<file path="config.mk">
export PLATFORM = sky130hd
export DESIGN_NAME = alu_wb_buffer
export DESIGN_NICKNAME = d
export VERILOG_FILES = /design/src/rtl/alu_pkg.sv /design/src/rtl/sync_fifo.sv /design/src/rtl/alu_wb_buffer.sv
export SDC_FILE = /design/constraint.sdc
export NUM_CORES = 1
export LEC_CHECK = 0
export CELL_PAD_IN_SITES_DETAIL_PLACEMENT = 1
export CELL_PAD_IN_SITES_GLOBAL_PLACEMENT = 2
export CORE_ASPECT_RATIO = 1.1
export CORE_MARGIN = 2
export CORE_UTILIZATION = 37
export DETAILED_ROUTE_END_ITERATION = 8
export HOLD_SLACK_MARGIN = 0.1
export PLACE_DENSITY = 0.91
export SLEW_MARGIN = 20
export SYNTH_ARGS = -nofsm -noshare
export SYNTH_HDL_FRONTEND = slang
export SYNTH_SLANG_ARGS = --single-unit
</file>
<file path="constraint.sdc">
create_clock -name clk -period 12.4 [get_ports clk]
set_input_delay 1.24 -clock clk [delete_from_list [all_inputs] [get_ports clk]]
set_output_delay 1.24 -clock clk [all_outputs]
set_load 0.03 [all_outputs]
</file>
<file path="src/rtl/alu_pkg.sv">
// Shared ALU/writeback definitions: default widths, op codes, buffer entry layout
// and the overflow-masking helper used when an ALU result is captured.
package alu_pkg;

    localparam int DEF_DATA_W = 64;
    localparam int DEF_TAG_W  = 5;

    localparam logic [1:0] OP_ADD = 2'b00;
    localparam logic [1:0] OP_SUB = 2'b01;
    localparam logic [1:0] OP_AND = 2'b10;
    localparam logic [1:0] OP_XOR = 2'b11;

    typedef struct packed {
        logic [DEF_DATA_W-1:0] result;
        logic [DEF_TAG_W-1:0]  dest;
        logic [1:0]            op;
        logic                  ovf;
    } wb_entry_t;

    // Logic ops cannot overflow, so any flag the ALU raises for them is ignored.
    function automatic logic ovf_effective(input logic [1:0] op, input logic ovf);
        logic eff;
        case (op)
            OP_AND:  eff = 1'b0;
            OP_XOR:  eff = 1'b0;
            OP_ADD:  eff = ovf;
            OP_SUB:  eff = ovf;
            default: eff = ovf;
        endcase
        return eff;
    endfunction

endpackage

</file>
<file path="src/rtl/sync_fifo.sv">
// In-order storage for writeback entries; pointers carry one extra wrap bit so
// full and empty are distinguished by pointer comparison alone.
module sync_fifo
    import alu_pkg::*;
#(
    parameter int DEPTH = 2
) (
    input  logic      clk,
    input  logic      rst,
    input  logic      push,
    input  wb_entry_t wr_data,
    input  logic      pop,
    output wb_entry_t rd_data,
    output logic      full,
    output logic      empty
);

    localparam int         AW      = $clog2(DEPTH);
    localparam logic [AW:0] PTR_ONE = (AW+1)'(1);

    logic [AW:0] wr_ptr_r;
    logic [AW:0] rd_ptr_r;
    wb_entry_t   mem_r [DEPTH];
    logic        do_push_s;
    logic        do_pop_s;

    assign full      = (wr_ptr_r[AW] != rd_ptr_r[AW]) && (wr_ptr_r[AW-1:0] == rd_ptr_r[AW-1:0]);
    assign empty     = (wr_ptr_r == rd_ptr_r);
    assign do_push_s = push && !full;
    assign do_pop_s  = pop && !empty;
    assign rd_data   = mem_r[rd_ptr_r[AW-1:0]];

    // Storage is cleared on reset so the head never presents unknown data.
    always_ff @(posedge clk or posedge rst) begin
        if (rst) begin
            wr_ptr_r <= '0;
            rd_ptr_r <= '0;
            for (int i = 0; i < DEPTH; i++) begin
                mem_r[i] <= '0;
            end
        end else begin
            if (do_push_s) begin
                mem_r[wr_ptr_r[AW-1:0]] <= wr_data;
                wr_ptr_r                <= wr_ptr_r + PTR_ONE;
            end
            if (do_pop_s) begin
                rd_ptr_r <= rd_ptr_r + PTR_ONE;
            end
        end
    end

endmodule

</file>
<file path="src/rtl/alu_wb_buffer.sv">
// Writeback buffer behind the execute ALU: queues results, gates register-file writes,
// tracks overflow events. Define ALU_WB_BYPASS_EN for a zero-latency path when empty.
module alu_wb_buffer
    import alu_pkg::*;
#(
    parameter int DATA_W = DEF_DATA_W,
    parameter int TAG_W  = DEF_TAG_W,
    parameter int DEPTH  = 2,
    parameter int CNT_W  = 16
) (
    input  logic              clk,
    input  logic              rst,
    input  logic              in_valid,
    output logic              in_ready,
    input  logic [DATA_W-1:0] in_result,
    input  logic              in_overflow,
    input  logic [1:0]        in_op,
    input  logic [TAG_W-1:0]  in_dest,
    output logic              out_valid,
    input  logic              out_ready,
    output logic [DATA_W-1:0] out_result,
    output logic [TAG_W-1:0]  out_dest,
    output logic [1:0]        out_op,
    output logic              out_we,
    output logic              ovf_sticky,
    output logic [CNT_W-1:0]  ovf_count,
    input  logic              ovf_clear
);

    wb_entry_t        in_entry_s;
    wb_entry_t        head_s;
    wb_entry_t        sel_s;
    logic             full_s;
    logic             empty_s;
    logic             accept_s;
    logic             bypass_s;
    logic             push_s;
    logic             pop_s;
    logic             ovf_event_s;
    logic             ovf_sticky_r;
    logic [CNT_W-1:0] ovf_count_r;

    // Only occupancy (and reset) gates acceptance; out_ready never reaches in_ready.
    assign in_ready = !full_s && !rst;
    assign accept_s = in_valid && in_ready;

`ifdef ALU_WB_BYPASS_EN
    assign bypass_s = accept_s && empty_s && out_ready;
`else
    assign bypass_s = 1'b0;
`endif

    assign push_s      = accept_s && !bypass_s;
    assign pop_s       = !empty_s && out_ready;
    assign ovf_event_s = accept_s && in_entry_s.ovf;

    // Capture the incoming ALU result with its effective overflow flag.
    always_comb begin
        in_entry_s        = '0;
        in_entry_s.result = in_result;
        in_entry_s.dest   = in_dest;
        in_entry_s.op     = in_op;
        in_entry_s.ovf    = ovf_effective(in_op, in_overflow);
    end

    sync_fifo #(
        .DEPTH (DEPTH)
    ) u_fifo (
        .clk     (clk),
        .rst     (rst),
        .push    (push_s),
        .wr_data (in_entry_s),
        .pop     (pop_s),
        .rd_data (head_s),
        .full    (full_s),
        .empty   (empty_s)
    );

    // Select between the stored head and the bypassed input entry.
    always_comb begin
        sel_s     = head_s;
        out_valid = !empty_s;
        if (bypass_s) begin
            sel_s     = in_entry_s;
            out_valid = 1'b1;
        end else begin
            sel_s     = head_s;
            out_valid = !empty_s;
        end
    end

    assign out_result = sel_s.result;
    assign out_dest   = sel_s.dest;
    assign out_op     = sel_s.op;
    assign out_we     = out_valid && !sel_s.ovf && (sel_s.dest != '0);

    // Sticky flag and saturating counter; an overflow push outranks a clear.
    always_ff @(posedge clk or posedge rst) begin
        if (rst) begin
            ovf_sticky_r <= 1'b0;
            ovf_count_r  <= '0;
        end else if (ovf_event_s) begin
            ovf_sticky_r <= 1'b1;
            if (ovf_clear) begin
                ovf_count_r <= CNT_W'(1);
            end else if (ovf_count_r == {CNT_W{1'b1}}) begin
                ovf_count_r <= ovf_count_r;
            end else begin
                ovf_count_r <= ovf_count_r + CNT_W'(1);
            end
        end else if (ovf_clear) begin
            ovf_sticky_r <= 1'b0;
            ovf_count_r  <= '0;
        end else begin
            ovf_sticky_r <= ovf_sticky_r;
            ovf_count_r  <= ovf_count_r;
        end
    end

    assign ovf_sticky = ovf_sticky_r;
    assign ovf_count  = ovf_count_r;

endmodule

</file>
==> results of run 1 <==
synth_stat cells:
cell	instances	share of area, %
nand4_1	6	0.51
a21oi_1	3	0.20
and2_1	1	0.085
ha_1	1	0.17
o21a_1	1	0.10
a2111oi_2	2	0.41
nand2b_1	1	0.085
or4_1	1	0.10
o21ai_0	3	0.20
a22oi_1	1	0.10
a211oi_1	5	0.51
nor2_2	1	0.085
mux2i_1	3	0.41
nand3b_1	1	0.10
o211a_1	1	0.14
o31ai_1	1	0.10
buf_1	1	0.051
a211oi_2	1	0.17
nand3_1	9	0.61
a2111o_1	1	0.15
a2111oi_4	1	0.37
and4_1	2	0.24
nor2_1	14	0.72
nor2b_1	1	0.085
xnor2_1	13	1.5
and3_1	3	0.26
mux2_1	6	0.92
clkbuf_1	12	0.61
buf_4	7	0.72
mux2_2	208	32
nand2_1	7	0.36
xor2_1	3	0.36
a21bo_2	1	0.14
nor3_1	3	0.20
inv_1	7	0.36
dfrtp_1	165	56
a311oi_1	1	0.12
buf_2	9	0.61
path summary, 6_finish.rpt:
kind                                      end               start  cells past startpoint
max                                    out_we  u_fifo.rd_ptr_r[0]                      5
min reg2reg                  u_fifo.mem_r[83]    u_fifo.mem_r[83]                      1
max reg2reg                  u_fifo.mem_r[92]  u_fifo.rd_ptr_r[0]                      6
min                          u_fifo.mem_r[83]    u_fifo.mem_r[83]                      1
min in group asynchronous        ovf_count[6]                 rst                      2
max in group asynchronous  u_fifo.rd_ptr_r[0]                 rst                      3
stage by stage:
stage          total power, mW  cells  utilization (%)
3_5_place_dp              2.44    900             47.0
2_1_floorplan             1.89    507                -
5_1_grt                   3.09    932             49.9
3_3_place_gp              2.37    900             47.0
6_report                  2.92    932             49.9
4_1_cts                   2.95    931             49.8
state kept, by name (all words and copies together) (netlist names):
| name | cells |
|---|---|
| ovf_sticky | 1 |
| u_fifo.wr_ptr_r | 2 |
| u_fifo.rd_ptr_r | 2 |
| ovf_count | 16 |
| u_fifo.mem_r | 144 |
cells by family after synthesis:
| family | Yosys count | share of synthesized area (%) |
|---|---|---|
| AO/OA/AOI/OAI | 22 | 2.72 |
| XOR/XNOR | 16 | 1.91 |
| adder cells (fa/ha/maj) | 1 | 0.170 |
| buffers and inverters | 36 | 2.35 |
| flip-flops | 165 | 56.2 |
| multiplexers | 217 | 33.2 |
| AND/OR/NAND/NOR | 50 | 3.44 |
final cells by class:
cell class / count / area [um2] / share of cell area [%]
Clock buffer: 18 / 439 / 4.48
Clock inverter: 13 / 109 / 1.11
Inverter: 7 / 31.3 / 0.319
Multi-Input combinational cell: 306 / 3060 / 31.2
Sequential cell: 165 / 4130 / 42.1
Tap cell: 252 / 315 / 3.21
Timing Repair Buffer: 171 / 1720 / 17.5
power breakdown:
part	switching (mW)	internal (mW)	leakage (nW)
registers	0.148	0.789	2.00
logic	0.736	0.749	1.71
clock network	0.215	0.280	0.268
total	1.10	1.82	3.97
worst max-delay path, stage by stage, from the launching register on:
cell and delay (ps):
dfrtp_4 750, buf_16 300, mux2_2 380, or4_1 560, o21a_1 200, clkdlybuf4s50_1 600
metal layers:
layer | vias up | track usage, % | share of wire, %
met2 | 110 | 30.4 | 52
met1 | 2458 | 20.4 | 41
met3 | 12 | 5.59 | 6.1
met4 | 2 | 4.34 | 0.78
met5 | - | 0 | 0.057
li1 | 2141 | - | -
placed cells by master (no fill, tap or decap), types with 5 or more instances in the layout:
cell / n
nand2_1: 7
clkbuf_16: 17
mux2_2: 208
xnor2_1: 13
mux2_1: 6
clkdlybuf4s50_1: 167
dfrtp_1: 164
nand4_1: 6
clkinv_2: 6
nor2_1: 14
inv_1: 6
a211oi_1: 5
nand3_1: 8
==> impl_metrics.yaml, run 1 <==
global_route:
  grt_pass1_vias: 5371
  grt_max_degree: 106
  grt_pass1_wl_um: 28500
  grt_overflow: 0
  antenna_found_initial: 1
  grt_usage_pct: 17.2
timing:
  hold_ws_ps: 486
  setup_viol_count_final: 0
  rsz0062_at_grt: "false"
  fin_setup_tns_ps: 0
  slew_viol_final: 0
  period_share_pct: 36.1
  worst_pin_slew_ps: 1080
  fin_ws_ps: 7930
  skew_ps: 10.0
  fin_crit_ps: 4470
  relSlewSlack_pct: 27.7
  fmax_mhz: 224
  hold_viol: 0
power_and_ir_drop:
  max-vdd-ir-drop_mv: 0.181
  power_density_mw_per_mm2: 297
  power_leakage_nw: 3.97
die:
  core_mm2: 0.0197
  die-area_mm2: 0.0210
  rows: 54
  die_h_um: 152
  pin_count: 168
  initial_core_util_pct: 37.4
  die_w_um: 138
setup_path:
  critPathMaxFanout: 45
  cp-start-kind: "flop"
  worstSetupPathType: "flop to output port"
  worstPathArrival_ps: 3230
  regToRegSetupSlack_ps: 9350
  required_ps: 11160
  endpoint_kind: "output port"
synth:
  seq_area_frac_synth_pct: 56.2
  syn_avg_cell_area_um2: 14.5
  netlist_instances: 507
  synth_cell_types: 38
  netlist_area_mm2: 0.00735
  synth_warnings: 0
  synth-seq-cells: 165
  synth.net_count: 585
routing:
  viasPerCell: 5.07
  drtPass1Iterations: 4
  drtIter0Drc: 151
  wl_per_cell_um: 18.8
  drcViolationCount: 0
  postRouteAntennaNets: 0
  wirelength_um: 17500
  vias: 4723
clocking:
  ctsHoldBuffers: 0
  post_cts_buffers: 0
  numCtsBuffers: 17
  cts.repair.resized: 0
  clockBufferDepth: 2
  root_buffer: "clkbuf_16"
  clock-sinks: 165
  clk_pin_slew_worst_paths_ps: 60
  cts_max_level: 4
  clk_latency_ps: 420
  cts_tree: "yes"
finish:
  final_area_mm2: 0.00981
  final_nets: 746
  nFillCells: 1941
  syn_to_final_growth_pct: 33.5
  n_antenna_cell: 0
  drive_gt1_share_pct: 37.1
placed_design:
  numPortBuffers: 167
  post-place-ws_ps: 8160
  placed_area_mm2: 0.00924
  hpwlAfterDp_um: 11600
  gp_congestion: 0.750
hold_path:
  hold_class: "flop to flop"
outcome:
  outcome: "finished clean"
run:
  cap_violations: 0
No activity file was read; power rests on OpenSTA's default activity.
==> run 2, diff against run 1 <==
- CORE_UTILIZATION: 37 -> 31
- PLACE_DENSITY: 0.91 -> 0.82
- clock period: 12.4 -> 4 ns (I/O delays scaled with it)
==> run 2 against run 1 <==
Net effect: clock skew grew 2.1 ps; worst setup slack lost 7200 ps; total power grew to 3.1 times the previous value; critical path depth shrank 1; clock-buffer cell count grew 1; wire length grew 1.1%; register-to-register slack lost 8100 ps; global-route usage shrank 2.5 points; largest cell class unchanged; largest power group unchanged; highest routed layer unchanged.
==> impl_metrics.yaml, run 2 (same netlist as run 1, synthesis figures left out) <==
power_and_ir_drop:
  finalPower_mw: 9.04
  power_leakage_nw: 3.98
  max-vdd-ir-drop_mv: 0.496
  power_density_mw_per_mm2: 911
clocking:
  clk_latency_ps: 420
  cts.repair.resized: 0
  clk_pin_slew_worst_paths_ps: 60
  cts_max_level: 4
  clock-sinks: 165
  numCtsBuffers: 17
  post_cts_buffers: 0
  ctsHoldBuffers: 0
  root_buffer: "clkbuf_16"
  cts_tree: "yes"
  clockBufferDepth: 2
timing:
  skew_ps: 12.1
  setup_viol_count_final: 0
  slew_viol_final: 0
  worst_pin_slew_ps: 994
  fmax_mhz: 302
  hold_viol: 0
  fin_crit_ps: 3310
  fin_setup_tns_ps: 0
  relSlewSlack_pct: 33.5
  rsz0062_at_grt: "false"
  period_share_pct: 82.8
finish:
  fin_cells: 989
  largest_reg_flops: 144
  final_common_cell: "mux2_2"
  syn_to_final_growth_pct: 35.0
  final_nets: 748
  drive_gt1_share_pct: 37.0
  final_cell_mix: "mux2_2 (208), clkdlybuf4s50_1 (167), dfrtp_1 (164)"
  largest_register: "u_fifo.mem_r"
hold_path:
  hold_class: "flop to flop"
  hold-path-endpoint: "u_fifo.mem_r[0]"
  hold_path_depth: 2
  min-delay-start: "u_fifo.mem_r[0]"
setup_path:
  critPathMaxFanout: 38
  worstPathArrival_ps: 2910
  r2r_start: "u_fifo.rd_ptr_r[0]"
  critPathLaunch: "u_fifo.rd_ptr_r[0]"
  max_stage_delay_ps: 770
  endpoint_kind: "output port"
  worstReg2RegEnd: "u_fifo.mem_r[132]"
  crit_slowest_cell: "dfrtp_4"
  regToRegSetupSlack_ps: 1220
  crit_chain: "mux2_2 -> or4_1 -> o21a_1 -> clkdlybuf4s50_1"
  cp-start-kind: "flop"
  worstSetupPathType: "flop to output port"
  required_ps: 3600
  reg2reg_depth: 6
routing:
  wirelength_um: 17700
  drtPass1Iterations: 4
  drcViolationCount: 0
  drtIter0Drc: 76
  postRouteAntennaNets: 0
  wl_per_cell_um: 17.9
  vias: 4727
  viasPerCell: 4.78
placed_design:
  gp_congestion: 0.754
  placedCellCount: 956
  hpwlAfterDp_um: 11900
  numPortBuffers: 167
run:
  cap_violations: 0
global_route:
  grt_pass1_vias: 5441
  grt_overflow: 0
  grt_pass1_wl_um: 28500
  antenna_found_initial: 2
  grt_usage_pct: 14.7
  grt_max_degree: 97
die:
  die-area_mm2: 0.0249
  initial_core_util_pct: 31.3
  rows: 59
  die_w_um: 151
  pin_count: 168
  core_mm2: 0.0235
  die_h_um: 165
outcome:
  outcome: "finished clean"
[run 2: cell types whose count changed in the layout (fill, tap and decap cells not counted), moves of 2 or more]
cell,previous run,this run
clkinvlp_4,3,5
buf_12,0,3
clkbuf_1,0,2
clkinv_2,6,2
[run 2: cell type report]
class / instances / area (um2)
Inverter: 7 / 30.0
Antenna cell: 1 / 2.50
Clock inverter: 13 / 123
Tap cell: 305 / 382
Multi-Input combinational cell: 306 / 3060
Clock buffer: 19 / 433
Timing Repair Buffer: 173 / 1750
Fill cell: 2421 / 13600
Sequential cell: 165 / 4130
[run 2: routing by layer]
metal  track usage [%]  vias to the layer above  routed length (um)
met1              17.3                     2444                7210
met5                 0                        -                  12
met2              25.4                      116                9070
li1                  -                     2142                   -
met3              5.03                       23                1170
met4              4.46                        2                 239
[run 2: stage by stage]
step           utilization (%)  setup WS [ps]  hold slack [ps]  instance area [um2]
3_5_place_dp              39.9           1110              476                 9360
4_1_cts                   42.2            645              492                 9920
5_1_grt                   42.2            574              517                 9920
6_report                  42.3            688              486                 9920
3_3_place_gp              39.9           1120              464                 9360
2_1_floorplan                -           1500              450                 7350
[run 2: power breakdown]
group          internal, mW  switching (mW)
Clock                 0.864           0.691
Sequential             2.45           0.467
Combinational          2.31            2.26
[run 2: critical path, delay by kind of cell (launching register included)]
| family | cells | cell delay [ps] |
|---|---|---|
| flops | 1 | 770 |
| buf+inv | 1 | 590 |
| simple gates | 1 | 520 |
| mux | 1 | 410 |
| compound gates | 1 | 190 |
[run 2: worst max-delay path by stage]
stage          cells past startpoint            to  slack [ps]
3_5_place_dp                       4        out_we        1110
6_report                           4        out_we         690
3_3_place_gp                       4        out_we        1120
4_1_cts                            4        out_we         650
2_1_floorplan                      1  ovf_count[0]        1500
5_1_grt                            4        out_we         570
==> run 3, diff against run 2 <==
- CORE_UTILIZATION: 31 -> 34
- PLACE_DENSITY: 0.82 -> 0.85
- clock period: 4 -> 3.35 ns (I/O delays scaled with it)
==> run 3 against run 2 <==
Net effect: sequential share of layout area decreased by 0.073 points; sequential cell count did not move; core utilization increased by 4.4 points; register-to-register slack worse by 410 ps; clock power rose by 21%; total power rose by 20%; clock-buffer cell count unchanged; critical path depth stayed put; critical path type unchanged; highest routed layer unchanged.
==> impl_metrics.yaml, run 3 (same netlist as run 1, synthesis figures left out) <==
die:
  core_mm2: 0.0213
  pin_count: 168
  rows: 56
  initial_core_util_pct: 34.5
  die_w_um: 144
  die_h_um: 158
  die-area_mm2: 0.0228
clocking:
  cts_tree: "yes"
  cts_max_level: 4
  numCtsBuffers: 17
  clock-sinks: 165
  cts.repair.resized: 0
  clockBufferDepth: 2
  clk_pin_slew_worst_paths_ps: 70
  post_cts_buffers: 0
  ctsHoldBuffers: 0
  root_buffer: "clkbuf_16"
  clk_latency_ps: 410
setup_path:
  cp-start-kind: "flop"
  crit_slowest_cell: "dfrtp_4"
  worstPathArrival_ps: 2830
  max_stage_delay_ps: 680
  endpoint_kind: "output port"
  reg2reg_depth: 6
  critPathMaxFanout: 27
  worstReg2RegEnd: "u_fifo.mem_r[114]"
  worstSetupPathType: "flop to output port"
  required_ps: 3010
  regToRegSetupSlack_ps: 810
  crit_chain: "mux2_2 -> or4_1 -> o21a_1 -> clkdlybuf4s50_1"
  r2r_start: "u_fifo.rd_ptr_r[0]"
routing:
  drtPass1Iterations: 4
  drtIter0Drc: 123
  viasPerCell: 4.91
  wl_per_cell_um: 18.1
  drcViolationCount: 0
  postRouteAntennaNets: 0
  vias: 4790
  wirelength_um: 17700
timing:
  setup_viol_count_final: 0
  worst_pin_slew_ps: 744
  hold_viol: 0
  period_share_pct: 94.4
  fin_crit_ps: 3160
  fmax_mhz: 316
  fin_setup_tns_ps: 0
  slew_viol_final: 0
  relSlewSlack_pct: 50.3
  rsz0062_at_grt: "false"
  skew_ps: 11.2
global_route:
  antenna_found_initial: 3
  grt_overflow: 0
  grt_pass1_wl_um: 28600
  grt_usage_pct: 16.1
  grt_pass1_vias: 5414
  grt_max_degree: 75
finish:
  drive_gt1_share_pct: 37.4
  final_nets: 750
  syn_to_final_growth_pct: 35.3
  final_cell_mix: "mux2_2 (208), clkdlybuf4s50_1 (167), dfrtp_1 (164)"
  largest_reg_flops: 144
  multi_input_area_mm2: 0.00306
  final_area_mm2: 0.00994
  final_common_cell: "mux2_2"
  largest_register: "u_fifo.mem_r"
  seqCellArea_mm2: 0.00413
  fin_util_pct: 46.7
  nFillCells: 2177
placed_design:
  gp_congestion: 0.765
  placed_area_mm2: 0.00937
  numPortBuffers: 167
  hpwlAfterDp_um: 12000
power_and_ir_drop:
  p_sw_mw: 4.09
  power_frac_comb_pct: 50.8
  p_sw_share_pct: 37.8
  power_density_mw_per_mm2: 1090
  p_clk_share_pct: 17.4
  internal-power_mw: 6.74
  max-vdd-ir-drop_mv: 0.623
  power_leakage_nw: 3.99
  finalPower_mw: 10.8
  seqPwrFrac_pct: 31.8
outcome:
  outcome: "finished clean"
hold_path:
  hold_class: "input pin to async pin"
run:
  cap_violations: 0
[run 3: changes by cell type in the layout (fill, tap and decap cells not counted)]
cell | before | now
clkbuf_1 | 2 | 1
buf_4 | 3 | 4
buf_12 | 3 | 4
inv_6 | 4 | 5
clkinvlp_4 | 5 | 6
clkbuf_8 | 0 | 1
clkinv_4 | 2 | 0
[run 3: layout make-up]
| type | instances | share of cell area [%] |
|---|---|---|
| Antenna cell | 1 | 0.0252 |
| Clock buffer | 19 | 4.46 |
| Clock inverter | 13 | 1.22 |
| Inverter | 7 | 0.302 |
| Multi-Input combinational cell | 306 | 30.8 |
| Sequential cell | 165 | 41.6 |
| Tap cell | 290 | 3.65 |
| Timing Repair Buffer | 175 | 17.9 |
[run 3: how the worst max path moves through the flow]
stage                             from            to  slack [ps]  cells after the start
floorplan                          rst  ovf_count[0]         920                      1
global placement    u_fifo.rd_ptr_r[0]        out_we         610                      4
detailed placement  u_fifo.rd_ptr_r[0]        out_we         580                      4
CTS                 u_fifo.rd_ptr_r[0]        out_we         130                      4
global route        u_fifo.rd_ptr_r[0]        out_we          60                      4
finish              u_fifo.rd_ptr_r[0]        out_we         190                      4
[run 3: through the flow]
stage                     hold WS, ps  setup WS (ps)  std cells
after CTS                         460            127        975
after global placement            462            615        943
final                             483            187        976
after detailed placement          475            579        943
after floorplan                   450            916        507
after global routing              489           63.4        976
[run 3: critical path: cells and delay by family, from the launching register on]
family,cells,cell delay [ps]
multiplexers,1,400
buffers and inverters,1,610
AO/OA/AOI/OAI,1,190
AND/OR/NAND/NOR,1,540
flip-flops,1,680
[run 3: metal layers]
metal	share of wire (%)	track usage, %
met5	0.14	0
met4	0.94	4.62
met3	5.6	4.42
met2	51	27.9
met1	43	19.8
[run 3: power groups by stage]
stage               registers, mW  clock network, mW  logic (mW)
global placement             3.39                  0        5.46
floorplan                    3.25                  0        3.74
finish                       3.45               1.88        5.51
detailed placement           3.50                  0        5.57
global route                 3.59               2.03        5.84
CTS                          3.46               1.94        5.60
